===== src/rtl/loss_feeder.sv =====
`timescale 1ns/1ps
// loss_feeder: buffers one batch of Y targets written by the host, then pairs
// each activation H coming out of the systolic array with its matching Y and
// hands the pair (plus the latched 2/N scale) to the MSE gradient stage.
//
// Handshake: h_ready_out is high exactly while the block is in RUN. An H is
// accepted on any rising edge where h_valid_in && h_ready_out. valid_out
// follows an accepted H by one cycle and is never held waiting on a consumer
// (the gradient stage always accepts). An h_valid_in seen while h_ready_out
// is low is dropped and flagged on the sticky err_drop.
module loss_feeder #(
  parameter int DEPTH = 16,
  parameter int AW    = 4
) (
  input  logic          clk,
  input  logic          rst,
  input  logic          cfg_valid,
  input  logic [AW:0]   cfg_batch_size,
  input  logic [15:0]   cfg_inv2,
  input  logic          y_wr_en,
  input  logic [15:0]   y_wr_data,
  input  logic          h_valid_in,
  input  logic [15:0]   h_in,
  output logic          h_ready_out,
  output logic [15:0]   H_out,
  output logic [15:0]   Y_out,
  output logic          valid_out,
  output logic [15:0]   inv_batch_size_times_two_out,
  output logic          batch_done,
  output logic          busy,
  output logic          err_drop
);

  typedef enum logic [1:0] {
    S_IDLE = 2'd0,
    S_LOAD = 2'd1,
    S_RUN  = 2'd2,
    S_DONE = 2'd3
  } state_t;

  // state is left as a named signal so checkers can bind to it directly
  state_t state, state_nxt;

  logic [AW:0]   n_reg;
  logic [AW:0]   n_clamped;
  logic [AW:0]   n_last;
  logic [AW-1:0] wr_ptr;
  logic [AW-1:0] rd_ptr;
  logic [15:0]   y_mem [DEPTH];

  logic cfg_acc;
  logic wr_acc;
  logic h_acc;
  logic last_wr;
  logic last_rd;

  assign cfg_acc = (state == S_IDLE) && cfg_valid;
  assign wr_acc  = (state == S_LOAD) && y_wr_en;
  assign h_acc   = (state == S_RUN)  && h_valid_in;

  assign n_last  = n_reg - (AW+1)'(1);
  assign last_wr = ({1'b0, wr_ptr} == n_last);
  assign last_rd = ({1'b0, rd_ptr} == n_last);

  assign h_ready_out = (state == S_RUN);
  assign busy        = (state != S_IDLE);
  // DONE lasts one cycle, which is the cycle valid_out carries the last pair
  assign batch_done  = (state == S_DONE);

  // Batch size sanitising: 0 means a single sample, oversize saturates at DEPTH
  always_comb begin
    n_clamped = cfg_batch_size;
    if (cfg_batch_size == '0)
      n_clamped = (AW+1)'(1);
    else if (cfg_batch_size > (AW+1)'(DEPTH))
      n_clamped = (AW+1)'(DEPTH);
  end

  // State register
  always_ff @(posedge clk or posedge rst) begin
    if (rst) state <= S_IDLE;
    else     state <= state_nxt;
  end

  // Next-state logic
  always_comb begin
    state_nxt = state;
    case (state)
      S_IDLE: if (cfg_valid)           state_nxt = S_LOAD;
      S_LOAD: if (y_wr_en && last_wr)  state_nxt = S_RUN;
      S_RUN:  if (h_valid_in && last_rd) state_nxt = S_DONE;
      S_DONE: state_nxt = S_IDLE;
      default: state_nxt = S_IDLE;
    endcase
  end

  // Y target buffer; contents survive reset, only the pointers are cleared
  always_ff @(posedge clk) begin
    if (wr_acc) y_mem[wr_ptr] <= y_wr_data;
  end

  // Batch configuration, pointers and the sticky drop flag
  always_ff @(posedge clk or posedge rst) begin
    if (rst) begin
      n_reg                        <= '0;
      inv_batch_size_times_two_out <= '0;
      wr_ptr                       <= '0;
      rd_ptr                       <= '0;
      err_drop                     <= 1'b0;
    end else begin
      if (cfg_acc) begin
        n_reg                        <= n_clamped;
        inv_batch_size_times_two_out <= cfg_inv2;
        wr_ptr                       <= '0;
        err_drop                     <= 1'b0;
      end
      if (wr_acc) begin
        wr_ptr <= wr_ptr + 1'b1;
        if (last_wr) rd_ptr <= '0;
      end
      if (h_acc) rd_ptr <= rd_ptr + 1'b1;
      // a dropped sample in the same cycle as a config still leaves the flag set
      if (h_valid_in && (state != S_RUN)) err_drop <= 1'b1;
    end
  end

  // Output pair register: one valid_out per accepted H, data held otherwise
  always_ff @(posedge clk or posedge rst) begin
    if (rst) begin
      H_out     <= '0;
      Y_out     <= '0;
      valid_out <= 1'b0;
    end else begin
      valid_out <= h_acc;
      if (h_acc) begin
        H_out <= h_in;
        Y_out <= y_mem[rd_ptr];
      end
    end
  end

endmodule

===== config.mk =====
export PLATFORM = sky130hd
export DESIGN_NAME = loss_feeder
export DESIGN_NICKNAME = d
export VERILOG_FILES = /design/src/rtl/loss_feeder.sv
export SDC_FILE = /design/constraint.sdc
export NUM_CORES = 1
export LEC_CHECK = 0
export ABC_CLOCK_PERIOD_IN_PS = 3100
export CAP_MARGIN = 5
export CELL_PAD_IN_SITES_DETAIL_PLACEMENT = 2
export CELL_PAD_IN_SITES_GLOBAL_PLACEMENT = 2
export CORE_AREA = 2 2 193 195
export DETAILED_ROUTE_END_ITERATION = 16
export DIE_AREA = 0 0 195 197
export PLACE_DENSITY_LB_ADDON = 0.1
export SLEW_MARGIN = 20
export SYNTH_ARGS = -nofsm -noshare
export SYNTH_HDL_FRONTEND = slang
export SYNTH_SLANG_ARGS = --single-unit

===== constraint.sdc =====
create_clock -name clk -period 3.1 [get_ports clk]
set_input_delay 0.31 -clock clk [delete_from_list [all_inputs] [get_ports clk]]
set_output_delay 0.31 -clock clk [all_outputs]
set_load 0.01 [all_outputs]

==> results of run 1 <==
[worst max-delay path, stage by stage (launching register included)]
cell	delay [ns]
dfrtp_1	0.43
inv_1	0.08
ha_1	0.21
nor3b_1	0.35
nand3_1	0.13
o211ai_1	0.17
nand3_1	0.12
a222oi_1	0.49
mux2_1	0.38
[synthesized netlist by cell type, types with 2 or more instances]
master	count	area [um2]
mux4_2	77	1730
edfxtp_1	256	7690
xnor2_1	9	78.8
inv_1	10	37.5
o21ai_1	6	30.0
buf_1	8	30.0
nand2b_1	6	37.5
or3_1	2	12.5
mux2_1	15	169
nor2_1	15	56.3
buf_2	7	35.0
xor2_1	4	35.0
mux2_2	36	405
nand3_1	6	30.0
o21ai_0	7	35.0
dfrtp_1	65	1630
mux4_1	3	78.8
nor3_1	6	30.0
ha_1	11	138
clkbuf_1	9	33.8
nand2_1	20	75.1
buf_8	2	30.0
[worst max path at each step]
stage	startpoint	end	slack, ns	cells past startpoint
2_1_floorplan	state[1]	y_mem[3][0]	0.47	6
3_3_place_gp	rd_ptr[0]	Y_out[9]	0.74	4
3_5_place_dp	n_reg[0]	state[1]	0.62	8
4_1_cts	n_reg[0]	state[1]	0.60	8
5_1_grt	n_reg[0]	state[1]	0.42	8
6_report	n_reg[0]	state[1]	0.62	8
[kinds of logic after synthesis]
logic type / share of synthesized area [%]
flip-flops: 74.3
multiplexers: 19.1
AND/OR/NAND/NOR: 2.17
buffers and inverters: 1.61
AO/OA/AOI/OAI: 0.838
XOR/XNOR: 0.908
adder cells (fa/ha/maj): 1.10
[metal layers]
layer	up-vias	GRT usage (%)
li1	2703	-
met2	165	28.1
met1	3400	22.2
met3	46	3.06
met5	-	0
met4	0	4.78
[per-stage QoR]
| stage | utilization (%) | instance area (um2) |
|---|---|---|
| floorplan | - | 12500 |
| global placement | 39.8 | 14400 |
| detailed placement | 39.8 | 14400 |
| CTS | 42.9 | 15600 |
| global route | 42.9 | 15600 |
| finish | 42.9 | 15600 |
[cell type report]
class	count	area, um2
Fill cell	3361	20700
Clock buffer	43	926
Clock inverter	19	193
Timing Repair Buffer	146	1450
Multi-Input combinational cell	233	3050
Inverter	11	42.5
Tap cell	468	586
Sequential cell	321	9320
[where the power goes]
part / switching, uW / internal, uW / leakage [uW] / total (uW)
sequential: 97.3 / 4890 / 0.00320 / 4990
combinational: 363 / 232 / 0.00161 / 595
clock: 1640 / 2450 / 0.000557 / 4090
total: 2100 / 7580 / 0.00537 / 9680
==> impl_metrics.csv, run 1 <==
group,metric,value,unit
status,status,"complete, no violations",
power,total_power,9680,uW
timing,relSlewSlack,60.1,%
timing,rsz0062_at_grt,"false",
finish,final_cell_mix,"256 x edfxtp_1, 110 x clkdlybuf4s50_1, 77 x mux4_2",
placed_design,dp_cells,1179,
yosys,synth.avg_cell_area,21.1,um2
timing,tightest_slew,0.597,ns
placed_design,port_buffers,110,
cts,cts_tree,"done",
finish,layout_commonest_cell,"edfxtp_1",
finish,areaGrowthSynthToFinish,24.1,%
routing,top_layer,"met4",
timing,hold_viol_final,0,
routing,ant_nets,0,
grt,grt_max_degree,42,
routing,drt_iter0_markers,343,
power,powerDensity,622,nW/um2
routing,drt-met1-wl,13.7,mm
floorplanning,core,36300,um2
cts,clk_pin_slew,0.06,ns
timing,hold_slack,0.158,ns
critical_path,ff2ff_path_depth,8,
routing,drt_pass1_iterations,5,
finish,final_net_count,817,
timing,period_share,80.1,%
cts,clockBufferDepth,3,
yosys,synthCells,593,
yosys,synth_flop_cell,"edfxtp_1",
yosys,syn_nets,662,
critical_path,cp-end-kind,"register",
cts,ctsHoldBuffers,0,
power,ir_worst_vdd,0.000468,V
yosys,synth_area,12500,um2
grt,antenna_found_initial,0,
placed_design,pre_cts_ws,0.616,ns
timing,finClkSkew,0.0162,ns
min_path,hp-class,"in -> async",
floorplanning,initial_utilization,34.6,%
critical_path,path_class,"reg -> reg",
timing,drv_slew,0,
routing,wire_per_inst,24.9,um
floorplanning,die_width,195,um
timing,setup_violations,0,
timing,fin_setup_tns,0,ns
critical_path,required,3.49,ns
cts,cts_buffers,35,
timing,setup_ws,0.618,ns
floorplanning,die-area,38400,um2
power,cellLeakagePower,0.00537,uW
placed_design,globalplace.congestion,0.737,
grt,grt_overflow_total,0,
routing,route.detailed.drc,0,
cts,clk_latency,0.52,ns
cts,cts_root_buffer,"clkbuf_16",
critical_path,timing.rr.start,"n_reg[0]",
grt,grt.total_usage,16.7,%
cts,cts_sinks,321,
grt,grt_pass1_vias,7097,
timing,period_needed,2.48,ns
floorplanning,fp-row-count,70,
finish,antennaDiodeCount,0,
cts,cts_resized,0,
routing,dr_wl_met3,1.37,mm
finish,regMostFlops,"y_mem",
yosys,synth_edf_count,256,
timing,clock.fmax,403,MHz
cts,cts_setup_buffers,0,
finish,drive_above_1_share,27.0,%
routing,vias,6314,
routing,dr_wl_met2,15.2,mm
finish,instances_no_fill,1241,
yosys,yosysWarnings,0,
yosys,async_flop_share,20.2,%
routing,wl,30.9,mm
finish,largest_register_ffs,256,
yosys,ys_ff_latch,321,
critical_path,arrival,2.87,ns
floorplanning,die_y,197,um
placed_design,dp_hpwl,18.5,mm
critical_path,critPathLaunchType,"register",
job,cap_viol_max_count,0,
routing,via_per_inst,5.09,
critical_path,rrSetupSlack,0.62,ns
yosys,yosysSeqAreaShare,74.3,%
floorplanning,num_io_pins,111,
critical_path,crit_fanout,5,
grt,grt_pass1_wl,46.9,mm
yosys,synth.distinct_cells,35,
critical_path,reg2reg_to,"state[1]",
cts,ctsHtreeMaxLevel,2,
Note: power is estimated with default switching activity, not from simulation.
==> inputs of run 2 (changes only) <==
--- a/config.mk
+++ b/config.mk
@@ -5,7 +5,7 @@
 export SDC_FILE = /design/constraint.sdc
 export NUM_CORES = 1
 export LEC_CHECK = 0
-export ABC_CLOCK_PERIOD_IN_PS = 3100
+export ABC_CLOCK_PERIOD_IN_PS = 2300
 export CAP_MARGIN = 5
 export CELL_PAD_IN_SITES_DETAIL_PLACEMENT = 2
 export CELL_PAD_IN_SITES_GLOBAL_PLACEMENT = 2
==> constraint.sdc (replaced) <==
create_clock -name clk -period 2.3 [get_ports clk]
set_input_delay 0.23 -clock clk [delete_from_list [all_inputs] [get_ports clk]]
set_output_delay 0.23 -clock clk [all_outputs]
set_load 0.01 [all_outputs]
==> run 2 against run 1 <==
Clock-buffer cell count grew 12. Sequential share of layout area down 1.4 points. Design area up 2.5%. Setup slack lost 0.57 ns. Via count fell by 0.16%. Register-to-register slack got worse by 0.57 ns. Global-route usage rose by 0.63 points. Non-clock buffer count up 14. Hold slack got worse by 0.13 ns. Largest power group unchanged.
==> impl_metrics.csv, run 2 (same netlist as run 1, synthesis figures left out) <==
group,metric,value,unit
status,status,"complete, no violations",
timing,drv_slew,0,
cts,cts_sinks,321,
timing,clock.fmax,444,MHz
placed_design,port_buffers,110,
timing,tightest_slew,0.614,ns
grt,grt.total_usage,17.3,%
routing,wl,32.0,mm
floorplanning,die_width,195,um
finish,areaGrowthSynthToFinish,27.1,%
finish,largest_register_ffs,256,
grt,grt_pass1_wl,48.4,mm
floorplanning,initial_utilization,34.6,%
timing,relSlewSlack,59.0,%
finish,final_cell_mix,"256 x edfxtp_1, 110 x clkdlybuf4s50_1, 77 x mux4_2",
finish,nFillCells,3330,
critical_path,required,2.69,ns
finish,regMostFlops,"y_mem",
critical_path,cp-end-kind,"register",
floorplanning,num_io_pins,111,
grt,grt_pass1_vias,7300,
critical_path,crit_chain,"inv_2 -> ha_4 -> xor2_2 -> or3_1 -> o211ai_1 -> nand3_1 -> a222oi_1 -> mux2_1",
cts,cts_buffers,36,
routing,via_per_inst,5.01,
finish,drive_above_1_share,29.1,%
critical_path,cp_slowest_cell,"a222oi_1",
cts,cts_tree,"done",
finish,fin_util,44.0,%
grt,grt_overflow_total,0,
finish,layout_commonest_cell,"edfxtp_1",
power,cellLeakagePower,0.00550,uW
cts,clk_pin_slew,0.06,ns
cts,ctsHoldBuffers,0,
finish,antennaDiodeCount,0,
timing,fin_setup_tns,0,ns
placed_design,dp_hpwl,19.6,mm
floorplanning,die-area,38400,um2
critical_path,critPathLaunchType,"register",
routing,drt_iter0_markers,357,
routing,vias,6304,
timing,finClkSkew,0.0261,ns
placed_design,globalplace.congestion,0.715,
cts,clockBufferDepth,3,
grt,antenna_found_initial,0,
cts,clk_latency,0.53,ns
critical_path,crit_fanout,4,
cts,ctsHtreeMaxLevel,2,
routing,route.detailed.drc,0,
critical_path,arrival,2.65,ns
floorplanning,die_y,197,um
job,cap_viol_max_count,0,
min_path,hp-class,"in -> async",
critical_path,path_class,"reg -> reg",
timing,period_needed,2.25,ns
grt,grt_max_degree,47,
routing,ant_nets,0,
finish,final_net_count,832,
floorplanning,fp-row-count,70,
timing,setup_violations,0,
timing,rsz0062_at_grt,"true",
critical_path,max_stage_delay,0.42,ns
floorplanning,core,36300,um2
cts,cts_root_buffer,"clkbuf_16",
timing,period_share,98.0,%
routing,drt_pass1_iterations,4,
power,ir_worst_vdd,0.000407,V
power,powerDensity,840,nW/um2
routing,wire_per_inst,25.5,um
timing,hold_viol_final,0,
## run 2: path summary, 6_finish.rpt
check                      startpoint         to  slack (ns)  cells past startpoint
setup / recovery             n_reg[1]   state[1]        0.05                      8
hold / removal                    rst  Y_out[15]        0.03                      2
setup reg to reg             n_reg[1]   state[1]        0.05                      8
hold reg to reg              err_drop   err_drop        0.49                      2
max in group asynchronous         rst  rd_ptr[0]        1.60                      3
min in group clk             h_in[13]  H_out[13]        0.32                      2
## run 2: critical path: cells and delay by family, from the launching register on
family	cells	cell delay, ns
AOI/OAI and AO/OA	2	0.54
and+or+nand+nor	2	0.43
DFF	1	0.41
muxes	1	0.37
adders and majority gates	1	0.17
xor gates and xnor gates	1	0.14
buffers and inverters	1	0.06
## run 2: layer usage
layer	wire, um	track usage (%)
met1	13500	21.8
met4	541	4.24
met2	16600	30.7
met3	1410	3.47
met5	0	0
## run 2: repair_timing
action,4_1_cts,5_1_grt
endpoints found under the setup margin,4,6
resized for setup,2,8
setup buffers,0,6
pin swaps,0,4
## run 2: through the flow
step                      setup slack (ns)  area, um2  total power [uW]  hold WS [ns]  instances
after floorplan                     0.0930      12600              7170         0.327        593
after global placement              0.0768      14700              7700         0.468       1187
after detailed placement           -0.0323      14700              7750         0.476       1187
after CTS                         0.000252      15900             13600        0.0183       1252
after global routing                -0.146      15900             13900        0.0502       1258
final                               0.0467      15900             13400        0.0307       1258
## run 2: report_power, final
part	total, uW	switching [uW]	internal, uW	leakage [uW]
logic	922	550	372	0.00173
registers	6680	84.1	6600	0.00320
clock network	5800	2290	3500	0.000580
## run 2: final cells by class
type / count / area (um2) / area share (%)
sequential: 321 / 9320 / 58.5
multi-input combinational: 233 / 3080 / 19.3
timing repair buffer: 160 / 1730 / 10.9
clock buffer: 55 / 1050 / 6.62
tap: 468 / 586 / 3.67
clock inverter: 10 / 134 / 0.840
inverter: 11 / 42.5 / 0.267
